File: src/rtl/usb_pkg.sv
// Shared constants and types for the USB receive data path.
package usb_pkg;

  localparam logic [15:0] CRC16_INIT = 16'hFFFF;
  // Reflected x^16+x^15+x^2+1; register bit 0 holds the x^15 coefficient.
  localparam logic [15:0] CRC16_POLY = 16'hA001;
  // Good-packet remainder (x^15+x^3+x^2+1) in the same reflected bit order.
  localparam logic [15:0] CRC16_RESIDUAL = 16'hB001;

  typedef enum logic [1:0] {
    IDLE,
    RECV,
    CHECK
  } rx_ctrl_state_t;

endpackage

File: src/rtl/usb_rx_data_ctrl_if.sv
// Byte-decoder / FIFO / status bundle around the USB receive data controller.
interface usb_rx_data_ctrl_if #(
  parameter int LEN_W = 11
);
  logic             rx_start;
  logic [7:0]       rx_byte;
  logic             rx_byte_valid;
  logic             rx_eop;
  logic             rx_abort;
  logic             fifo_full;
  logic [7:0]       out_data;
  logic             out_valid;
  logic             pkt_done;
  logic             pkt_ok;
  logic             err_crc;
  logic             err_short;
  logic             err_long;
  logic             err_ovf;
  logic             err_abort;
  logic [LEN_W-1:0] pkt_len;

  modport master (
    output rx_start, rx_byte, rx_byte_valid, rx_eop, rx_abort, fifo_full,
    input  out_data, out_valid, pkt_done, pkt_ok,
           err_crc, err_short, err_long, err_ovf, err_abort, pkt_len
  );

  modport slave (
    input  rx_start, rx_byte, rx_byte_valid, rx_eop, rx_abort, fifo_full,
    output out_data, out_valid, pkt_done, pkt_ok,
           err_crc, err_short, err_long, err_ovf, err_abort, pkt_len
  );

endinterface

File: src/rtl/usb_crc16_sclr.sv
// Byte-wide USB CRC16 engine (LSB-first data) with synchronous clear.
module usb_crc16_sclr
  import usb_pkg::*;
(
  input  logic        clk,
  input  logic        n_rst,
  input  logic        crc_clr,
  input  logic        crc_en,
  input  logic [7:0]  data_in,
  output logic [15:0] crc_out,
  output logic        flag
);

  logic [15:0] crc_q;

  function automatic logic [15:0] crc16_byte(input logic [15:0] c, input logic [7:0] d);
    logic [15:0] r;
    logic        fb;
    r = c;
    for (int i = 0; i < 8; i++) begin
      fb = r[0] ^ d[i];
      r  = {1'b0, r[15:1]};
      if (fb) r = r ^ CRC16_POLY;
    end
    return r;
  endfunction

  always_ff @(posedge clk or negedge n_rst) begin
    if (!n_rst)       crc_q <= CRC16_INIT;
    else if (crc_clr) crc_q <= CRC16_INIT;
    else if (crc_en)  crc_q <= crc16_byte(crc_q, data_in);
  end

  assign crc_out = crc_q;
  assign flag    = (crc_q == CRC16_RESIDUAL);

endmodule

File: src/rtl/usb_rx_data_ctrl.sv
// Receive data controller: CRC16 checking, 2-byte CRC hold-back, payload push, status.
module usb_rx_data_ctrl
  import usb_pkg::*;
#(
  parameter int MAX_PAYLOAD = 1023,
  parameter int LEN_W       = 11
) (
  input  logic               clk,
  input  logic               n_rst,
  usb_rx_data_ctrl_if.slave  bus
);

  localparam logic [LEN_W-1:0] MAX_LEN = LEN_W'(MAX_PAYLOAD);

  rx_ctrl_state_t   state, state_nxt;
  logic [7:0]       buf0, buf1;
  logic [1:0]       buf_cnt;
  logic [LEN_W-1:0] pay_cnt, len_q;
  logic [7:0]       data_q;
  logic             valid_q;
  logic             abort_q;
  logic             err_crc_q, err_short_q, err_long_q, err_ovf_q, err_abort_q, ok_q;
  logic             crc_clr, crc_en, done, abort_go;
  logic             crc_flag;
  logic [15:0]      crc_unused;
  logic             abort_eff, chk_short, chk_crc, chk_ok;

  usb_crc16_sclr u_crc (
    .clk     (clk),
    .n_rst   (n_rst),
    .crc_clr (crc_clr),
    .crc_en  (crc_en),
    .data_in (bus.rx_byte),
    .crc_out (crc_unused),
    .flag    (crc_flag)
  );

  always_ff @(posedge clk or negedge n_rst) begin
    if (!n_rst) state <= IDLE;
    else        state <= state_nxt;
  end

  // An abort in RECV is reported through the single CHECK cycle like an EOP.
  always_comb begin
    state_nxt = state;
    crc_clr   = 1'b0;
    crc_en    = 1'b0;
    done      = 1'b0;
    abort_go  = 1'b0;
    case (state)
      IDLE: begin
        if (bus.rx_start) begin
          crc_clr   = 1'b1;
          state_nxt = RECV;
        end
      end
      RECV: begin
        if (bus.rx_start) begin
          crc_clr = 1'b1;
        end else if (bus.rx_abort) begin
          abort_go  = 1'b1;
          state_nxt = CHECK;
        end else begin
          crc_en = bus.rx_byte_valid;
          if (bus.rx_eop) state_nxt = CHECK;
        end
      end
      CHECK: begin
        done      = 1'b1;
        state_nxt = IDLE;
      end
      default: state_nxt = IDLE;
    endcase
  end

  assign abort_eff = abort_q | bus.rx_abort;
  assign chk_short = !abort_eff && (buf_cnt != 2'd2);
  assign chk_crc   = !abort_eff && !chk_short && !crc_flag;
  assign chk_ok    = !(abort_eff || chk_short || chk_crc || err_ovf_q || err_long_q);

  always_ff @(posedge clk or negedge n_rst) begin
    if (!n_rst) begin
      buf_cnt     <= 2'd0;
      pay_cnt     <= '0;
      len_q       <= '0;
      data_q      <= 8'h00;
      valid_q     <= 1'b0;
      abort_q     <= 1'b0;
      err_crc_q   <= 1'b0;
      err_short_q <= 1'b0;
      err_long_q  <= 1'b0;
      err_ovf_q   <= 1'b0;
      err_abort_q <= 1'b0;
      ok_q        <= 1'b0;
    end else begin
      valid_q <= 1'b0;
      if (crc_clr) begin
        buf_cnt     <= 2'd0;
        pay_cnt     <= '0;
        len_q       <= '0;
        abort_q     <= 1'b0;
        err_crc_q   <= 1'b0;
        err_short_q <= 1'b0;
        err_long_q  <= 1'b0;
        err_ovf_q   <= 1'b0;
        err_abort_q <= 1'b0;
        ok_q        <= 1'b0;
      end else if (abort_go) begin
        abort_q <= 1'b1;
        buf_cnt <= 2'd0;
      end else if (crc_en) begin
        if (buf_cnt != 2'd2) begin
          buf_cnt <= buf_cnt + 2'd1;
        end else if (pay_cnt == MAX_LEN) begin
          err_long_q <= 1'b1;
        end else begin
          pay_cnt <= pay_cnt + LEN_W'(1);
          if (bus.fifo_full) begin
            err_ovf_q <= 1'b1;
          end else begin
            valid_q <= 1'b1;
            data_q  <= buf0;
            len_q   <= len_q + LEN_W'(1);
          end
        end
      end
      if (done) begin
        err_crc_q   <= chk_crc;
        err_short_q <= chk_short;
        err_abort_q <= abort_eff;
        ok_q        <= chk_ok;
        abort_q     <= 1'b0;
      end
    end
  end

  // Hold-back buffer: buf0 is the oldest byte; occupancy lives in buf_cnt.
  always_ff @(posedge clk) begin
    if (crc_en) begin
      case (buf_cnt)
        2'd0:    buf0 <= bus.rx_byte;
        2'd1:    buf1 <= bus.rx_byte;
        default: begin
          buf0 <= buf1;
          buf1 <= bus.rx_byte;
        end
      endcase
    end
  end

  // Status is live during the CHECK cycle so it is valid alongside pkt_done.
  assign bus.out_data  = data_q;
  assign bus.out_valid = valid_q;
  assign bus.pkt_done  = done;
  assign bus.pkt_ok    = ok_q        | (done & chk_ok);
  assign bus.err_crc   = err_crc_q   | (done & chk_crc);
  assign bus.err_short = err_short_q | (done & chk_short);
  assign bus.err_abort = err_abort_q | (done & abort_eff);
  assign bus.err_long  = err_long_q;
  assign bus.err_ovf   = err_ovf_q;
  assign bus.pkt_len   = len_q;

endmodule

File: src/flat_wrapper.sv
// flat-port wrapper written by rule: the top's interface ports become plain ports
module usb_rx_data_ctrl_flat import usb_pkg::*;
#(
  parameter int MAX_PAYLOAD = 1023,
  parameter int LEN_W       = 11
)
  (clk, n_rst, bus_rx_start, bus_rx_byte, bus_rx_byte_valid, bus_rx_eop, bus_rx_abort, bus_fifo_full, bus_out_data, bus_out_valid, bus_pkt_done, bus_pkt_ok, bus_err_crc, bus_err_short, bus_err_long, bus_err_ovf, bus_err_abort, bus_pkt_len);
  usb_rx_data_ctrl_if #(.LEN_W(LEN_W)) bus_i ();
  input  logic clk;
  input  logic n_rst;
  input wire logic [$bits(bus_i.rx_start)-1:0] bus_rx_start;
  input wire logic [$bits(bus_i.rx_byte)-1:0] bus_rx_byte;
  input wire logic [$bits(bus_i.rx_byte_valid)-1:0] bus_rx_byte_valid;
  input wire logic [$bits(bus_i.rx_eop)-1:0] bus_rx_eop;
  input wire logic [$bits(bus_i.rx_abort)-1:0] bus_rx_abort;
  input wire logic [$bits(bus_i.fifo_full)-1:0] bus_fifo_full;
  output wire logic [$bits(bus_i.out_data)-1:0] bus_out_data;
  output wire logic [$bits(bus_i.out_valid)-1:0] bus_out_valid;
  output wire logic [$bits(bus_i.pkt_done)-1:0] bus_pkt_done;
  output wire logic [$bits(bus_i.pkt_ok)-1:0] bus_pkt_ok;
  output wire logic [$bits(bus_i.err_crc)-1:0] bus_err_crc;
  output wire logic [$bits(bus_i.err_short)-1:0] bus_err_short;
  output wire logic [$bits(bus_i.err_long)-1:0] bus_err_long;
  output wire logic [$bits(bus_i.err_ovf)-1:0] bus_err_ovf;
  output wire logic [$bits(bus_i.err_abort)-1:0] bus_err_abort;
  output wire logic [$bits(bus_i.pkt_len)-1:0] bus_pkt_len;
  assign bus_i.rx_start = bus_rx_start;
  assign bus_i.rx_byte = bus_rx_byte;
  assign bus_i.rx_byte_valid = bus_rx_byte_valid;
  assign bus_i.rx_eop = bus_rx_eop;
  assign bus_i.rx_abort = bus_rx_abort;
  assign bus_i.fifo_full = bus_fifo_full;
  assign bus_out_data = bus_i.out_data;
  assign bus_out_valid = bus_i.out_valid;
  assign bus_pkt_done = bus_i.pkt_done;
  assign bus_pkt_ok = bus_i.pkt_ok;
  assign bus_err_crc = bus_i.err_crc;
  assign bus_err_short = bus_i.err_short;
  assign bus_err_long = bus_i.err_long;
  assign bus_err_ovf = bus_i.err_ovf;
  assign bus_err_abort = bus_i.err_abort;
  assign bus_pkt_len = bus_i.pkt_len;
  usb_rx_data_ctrl #(.MAX_PAYLOAD(MAX_PAYLOAD), .LEN_W(LEN_W)) u_core (.clk(clk), .n_rst(n_rst), .bus(bus_i));
endmodule
File: config.mk
export PLATFORM = sky130hd
export DESIGN_NAME = usb_rx_data_ctrl_flat
export DESIGN_NICKNAME = d
export VERILOG_FILES = /design/src/rtl/usb_pkg.sv /design/src/rtl/usb_rx_data_ctrl_if.sv /design/src/rtl/usb_crc16_sclr.sv /design/src/rtl/usb_rx_data_ctrl.sv /design/src/flat_wrapper.sv
export SDC_FILE = /design/constraint.sdc
export NUM_CORES = 1
export LEC_CHECK = 0
export CAP_MARGIN = 10
export CORE_ASPECT_RATIO = 0.75
export CORE_MARGIN = 5
export CORE_UTILIZATION = 25
export DETAILED_ROUTE_END_ITERATION = 8
export PLACE_DENSITY = 0.54
export SYNTH_ARGS = -nofsm -noshare
export SYNTH_HDL_FRONTEND = slang
export SYNTH_SLANG_ARGS = --single-unit
File: constraint.sdc
create_clock -name clk -period 2.7 [get_ports clk]
set_input_delay 0.54 -clock clk [delete_from_list [all_inputs] [get_ports clk]]
set_output_delay 0.54 -clock clk [all_outputs]
set_load 0.05 [all_outputs]
Word-level counts from Yosys, hierarchy flattened
Index checks and enable logic that the tools add are counted.
{"block": "op_classes", "n_reduce_logical": 30, "n_bitwise": 32, "n_addsub": 3, "mux": 79, "eq_ne": 13}
{"op": "16-bit two-way mux", "n": 24}
{"op": "11-bit two-way mux", "n": 11}
{"op": "1-bit two-way mux", "n": 34}
{"op": "2-bit NOT with 3-bit output", "n": 8}
{"op": "11-bit by 1-bit adder with 11-bit output (second input constant)", "n": 2}
{"op": "16-bit equality test (second input constant)", "n": 1}
{"op": "2-bit two-way mux", "n": 8}
{"op": "8-bit case mux with 2 select lines", "n": 1}
{"op": "11-bit by 10-bit equality test with 1-bit output (second input constant)", "n": 1}
{"op": "5-bit AND reduction", "n": 2}
{"op": "3-bit nonzero test", "n": 3}
{"op": "2-bit by 1-bit inequality test with 1-bit output (second input constant)", "n": 4}
{"op": "4-bit AND reduction", "n": 2}
{"op": "2-bit nonzero test", "n": 4}
{"op": "1-bit XOR", "n": 8}
{"op": "1-bit NOT", "n": 7}
{"op": "2-bit inequality test (second input constant)", "n": 3}
{"op": "2-bit AND reduction", "n": 3}
{"op": "6-bit AND reduction", "n": 1}
{"op": "1-bit OR", "n": 5}
{"op": "1-bit bitwise AND", "n": 4}
{"op": "2-bit by 1-bit equality test with 1-bit output (second input constant)", "n": 2}
{"op": "1-bit zero test", "n": 4}
{"op": "2-bit zero test", "n": 2}
{"op": "other kinds (8)", "n": 13}
{"block": "totals", "reg_bits": 74, "out_inout_bits": 27}

Depth between registers and ports, before layout
{"block": "depth", "depth_word": 33, "mapped_depth": 8, "ltp_nobuf": 7}

By module
Synthesis repeated with hierarchy kept, for this count alone.
{"block": "unflattened", "hier_cells": 333, "area_unflattened_um2": 3704.8}
{"mod": "usb_rx_data_ctrl", "seq_area_each_um2": 1531.5, "n_inst": 1, "area_each_um2": 2755.1, "cells_each": 240}
{"mod": "usb_crc16_sclr", "seq_area_each_um2": 420.4, "n_inst": 1, "area_each_um2": 949.7, "cells_each": 93}

Worst setup path before layout
Ideal clock, no wire load.
{"block": "synth_path", "path_type": "in2out", "from": "input bus_rx_abort", "to": "output bus_pkt_ok", "arrival_ns": 1.595, "n_path_buf": 1, "stages": 5, "setup_slack_ns": 0.565, "cell_sequence": "clkbuf_1 nor3_1 nand2_1 nor4_1 or2_2"}
{"block": "synth_between", "elab_chain_len": 12, "word_cells_on_any_way": 13, "cone_classes": "3 x bitwise; 10 x reduce/logical"}
{"element": "start, declared", "line": "flat_wrapper.sv:15", "text": "input wire logic [$bits(bus_i.rx_abort)-1:0] bus_rx_abort;"}
{"element": "1-bit OR *", "line": "usb_rx_data_ctrl.sv:76", "text": "assign abort_eff = abort_q | bus.rx_abort;"}
{"element": "1-bit zero test", "line": "usb_rx_data_ctrl.sv:77, usb_rx_data_ctrl.sv:78"}
{"element": "1-bit logical AND", "line": "usb_rx_data_ctrl.sv:77", "text": "assign chk_short = !abort_eff && (buf_cnt != 2'd2);"}
{"element": "1-bit zero test", "line": "usb_rx_data_ctrl.sv:78", "text": "assign chk_crc = !abort_eff && !chk_short && !crc_flag;"}
{"element": "1-bit logical AND (2 in a row)", "line": "usb_rx_data_ctrl.sv:78"}
{"element": "1-bit logical OR * (3 in a row)", "line": "usb_rx_data_ctrl.sv:79", "text": "assign chk_ok = !(abort_eff || chk_short || chk_crc || err_ovf_q || err_long_q);"}
{"element": "1-bit zero test *", "line": "usb_rx_data_ctrl.sv:79"}
{"element": "1-bit bitwise AND *", "line": "usb_rx_data_ctrl.sv:155", "text": "assign bus.pkt_ok = ok_q | (done & chk_ok);"}
{"element": "1-bit OR *", "line": "usb_rx_data_ctrl.sv:155"}
{"element": "end, declared", "line": "flat_wrapper.sv:20", "text": "output wire logic [$bits(bus_i.pkt_ok)-1:0] bus_pkt_ok;"}
Mark *: on every way between the ends. The rest lies on a longest branch, timed or not.

Worst setup path after layout
{"block": "layout_path", "from": "register u_core.u_crc.crc_q[0] (netlist: u_core.u_crc.crc_out[0])", "to": "output bus_pkt_ok"}
{"block": "layout_between", "elab_chain_len": 9}
{"element": "start, declared", "line": "usb_crc16_sclr.sv:14", "text": "logic [15:0] crc_q;"}
{"element": "start signal, assigned", "line": "usb_crc16_sclr.sv:31", "text": "else if (crc_en) crc_q <= crc16_byte(crc_q, data_in);"}
{"element": "16-bit equality test", "line": "usb_crc16_sclr.sv:35", "text": "assign flag = (crc_q == CRC16_RESIDUAL);"}
{"element": "1-bit zero test", "line": "usb_rx_data_ctrl.sv:78"}
{"element": "1-bit logical AND", "line": "usb_rx_data_ctrl.sv:78"}
{"element": "1-bit logical OR (3 in a row)", "line": "usb_rx_data_ctrl.sv:79"}
{"element": "1-bit zero test", "line": "usb_rx_data_ctrl.sv:79"}
{"element": "1-bit bitwise AND", "line": "usb_rx_data_ctrl.sv:155"}
{"element": "1-bit OR", "line": "usb_rx_data_ctrl.sv:155"}
Every way passes these cells.

==> results.cfg <==
[clocking]
cts_tree = done
ctsHtreeMaxLevel = 3
cts_hold_buf = 0
post_cts_buffers = 0
cts_num_sinks = 74
cts_buffer_depth = 2
cts_buffers = 9
worstSkewPairLatency_ns = 0.33
clk_pin_slew_ns = 0.06
cts.repair.resized = 0
cts-root-buf = clkbuf_16

[power]
powerDensity_mw_per_mm2 = 596
power_leakage_uw = 0.00188
peakVddDrop_uv = 274

[status]
status = completed

[routing]
drt_wl_total_mm = 8.25
drtAntennaViolNets = 0
viasPerCell = 4.54
drt-initial-drc-count = 143
post_drt_wl_per_cell_um = 15.0
firstDrtPassIters = 4
drc = 0
vias = 2502

[timing]
slew_headroom_pct = 51.2
skew_ns = 0.00942
tightestPinTransition_ns = 0.731
setup_tns_ns = 0
fmax_mhz = 393
finalCriticalPeriod_ns = 2.55
setup_violations = 0
slew_violations = 0
hold_violations = 0
period_share_pct = 94.3
rsz0062_at_grt = false
hold_ws_ns = 0.267

[floorplanning]
die_x_um = 147
coreArea_mm2 = 0.0138
row_count = 37
ios = 42
start_util_pct = 25.6
die-area_mm2 = 0.0167
die_y_um = 113

[critical_path]
start_kind = flop
path_max_fanout = 3
rr_startpoint = u_core.buf_cnt[0]
rrSetupSlack_ns = 0.52
r2r-end = u_core.bus.pkt_len[9]
path_class = reg -> out
arrival_ns = 2.01
cp.required_ns = 2.16
reg2regPathDepth = 7
endpoint_kind = output port

[synthesis]
ys_top_cells_by_area = dfrtp_1, edfxtp_1, dfstp_2
synth_edf_count = 16
async_flop_share_pct = 78.4
syn_nets = 338
synth_top_area_share_pct = 29.7
syn_area_mm2 = 0.00354
yosysSeqAreaShare_pct = 55.2
yosysUniqueCellTypes = 42
ys.flop_type = dfrtp_1
yosys.area.top_type = dfrtp_1
post_synth.cell_area_avg_um2 = 11.1
synth_cells = 318
ys.warnings.count = 0
synth_seq_cells = 74

[finish]
syn_to_final_growth_pct = 29.5
register_area_mm2 = 0.00195
nets = 391
nFillCells = 1392
n_antenna_cell = 0
drive_gt1_share_pct = 20.2
multi_input_area_mm2 = 0.00153

[global_route]
antenna_found_initial = 0
grt_max_degree = 33
grt_pass1_wl_mm = 13.6
first_global_vias = 2559
grt_overflow = 0
grt_usage_pct = 10.4

[placed_design]
gp_congestion = 0.787
port_buffers = 41
hpwl_mm = 6.02

[run]
maxCapViolCount = 0

[hold_path]
hold_path.class = in -> async
==> cell usage after synthesis, types with 4 or more instances <==
cell,instances
dfrtp_1,42
nor2_1,42
xnor2_1,24
nand2_1,23
a21oi_1,17
dfstp_2,16
edfxtp_1,16
mux2_2,16
clkbuf_1,14
nor3_1,13
nand3_1,10
nand4_1,10
xor2_1,10
nand2b_1,7
nor4_1,6
o21ai_0,6
ha_1,5
mux2i_1,4
nor4b_1,4
==> per-stage QoR <==
stage          worst slack (ns)  instances  power, µW  instance area [µm²]  utilization, %
4_1_cts                  0.0161        551       2760                 4570            33.1
3_3_place_gp             0.0777        535       1600                 4270            31.0
5_1_grt                  0.0531        551       2850                 4580            33.2
6_report                  0.154        551       2730                 4580            33.2
3_5_place_dp             0.0540        535       1590                 4270            31.0
2_1_floorplan             0.565        318       1470                 3540               -
==> critical path, stage by stage (launching register included) <==
cell and delay [ns]:
dfstp_2 0.54, nor4b_1 0.27, nand4_1 0.25, nor4_2 0.29, or2_2 0.18, buf_12 0.13
==> flip-flops by register name (all words and copies together) (netlist names), 2 cells and up <==
register / count
u_core.buf1: 8
u_core.bus.pkt_len: 11
u_core.u_crc.crc_out: 16
u_core.pay_cnt: 11
u_core.buf0: 8
u_core.bus.out_data: 8
u_core.buf_cnt: 2
u_core.state: 2
==> placed cells by master, fill, tap and decap left out, types with 6 or more instances in the layout <==
cell type	instances
nor3_1	13
clkdlybuf4s50_1	36
nand3_1	10
o21ai_0	6
xnor2_1	24
clkbuf_16	9
nor2_1	42
dfstp_2	16
dfrtp_1	42
nand2_1	23
mux2_2	16
nand2b_1	7
nand4_1	10
a21oi_1	17
buf_4	15
edfxtp_1	16
xor2_1	10
==> cell type report <==
cell class	instances	share of cell area [%]
multi-input combinational	226	33.3
sequential	74	42.6
clock inverter	2	0.219
tap	175	4.78
timing repair buffer	57	12.6
inverter	3	0.246
clock buffer	14	6.20
==> how the worst max path moves through the flow <==
stage / from / endpoint / depth (start not counted)
floorplan: bus_rx_abort / bus_pkt_ok / 5
global placement: bus_rx_byte[5] / u_core.u_crc.crc_out[0] / 6
detailed placement: bus_rx_byte[5] / u_core.u_crc.crc_out[0] / 6
CTS: u_core.u_crc.crc_out[12] / bus_pkt_ok / 5
global route: u_core.state[1] / bus_pkt_done / 3
finish: u_core.u_crc.crc_out[0] / bus_pkt_ok / 5
==> cell families after synthesis <==
kind of cell | count (synthesis) | share of synthesized area [%]
AO/OA/AOI/OAI | 32 | 5.24
XOR/XNOR | 36 | 9.69
adder cells (fa/ha/maj) | 5 | 1.77
buffers and inverters | 18 | 2.12
flip-flops | 74 | 55.2
multiplexers | 20 | 6.23
AND/OR/NAND/NOR | 133 | 19.8
==> power by group <==
group          total, µW  leakage, µW  switching (µW)  internal [µW]
clock               1160     0.000149             437            720
sequential          1220     0.000896            30.0           1190
combinational        350     0.000832             177            173
total               2730      0.00188             645           2090
==> per-layer routing <==
metal | share of wire [%] | wire, µm | vias to the layer above | GRT usage [%]
met5 | 0 | 0 | - | 0
met2 | 43 | 3550 | 42 | 14.7
met4 | 1.4 | 115 | 0 | 3.79
li1 | - | - | 1222 | -
met3 | 4.3 | 353 | 9 | 3.16
met1 | 51 | 4230 | 1229 | 14.9
Note: power is estimated with default switching activity, not from simulation.
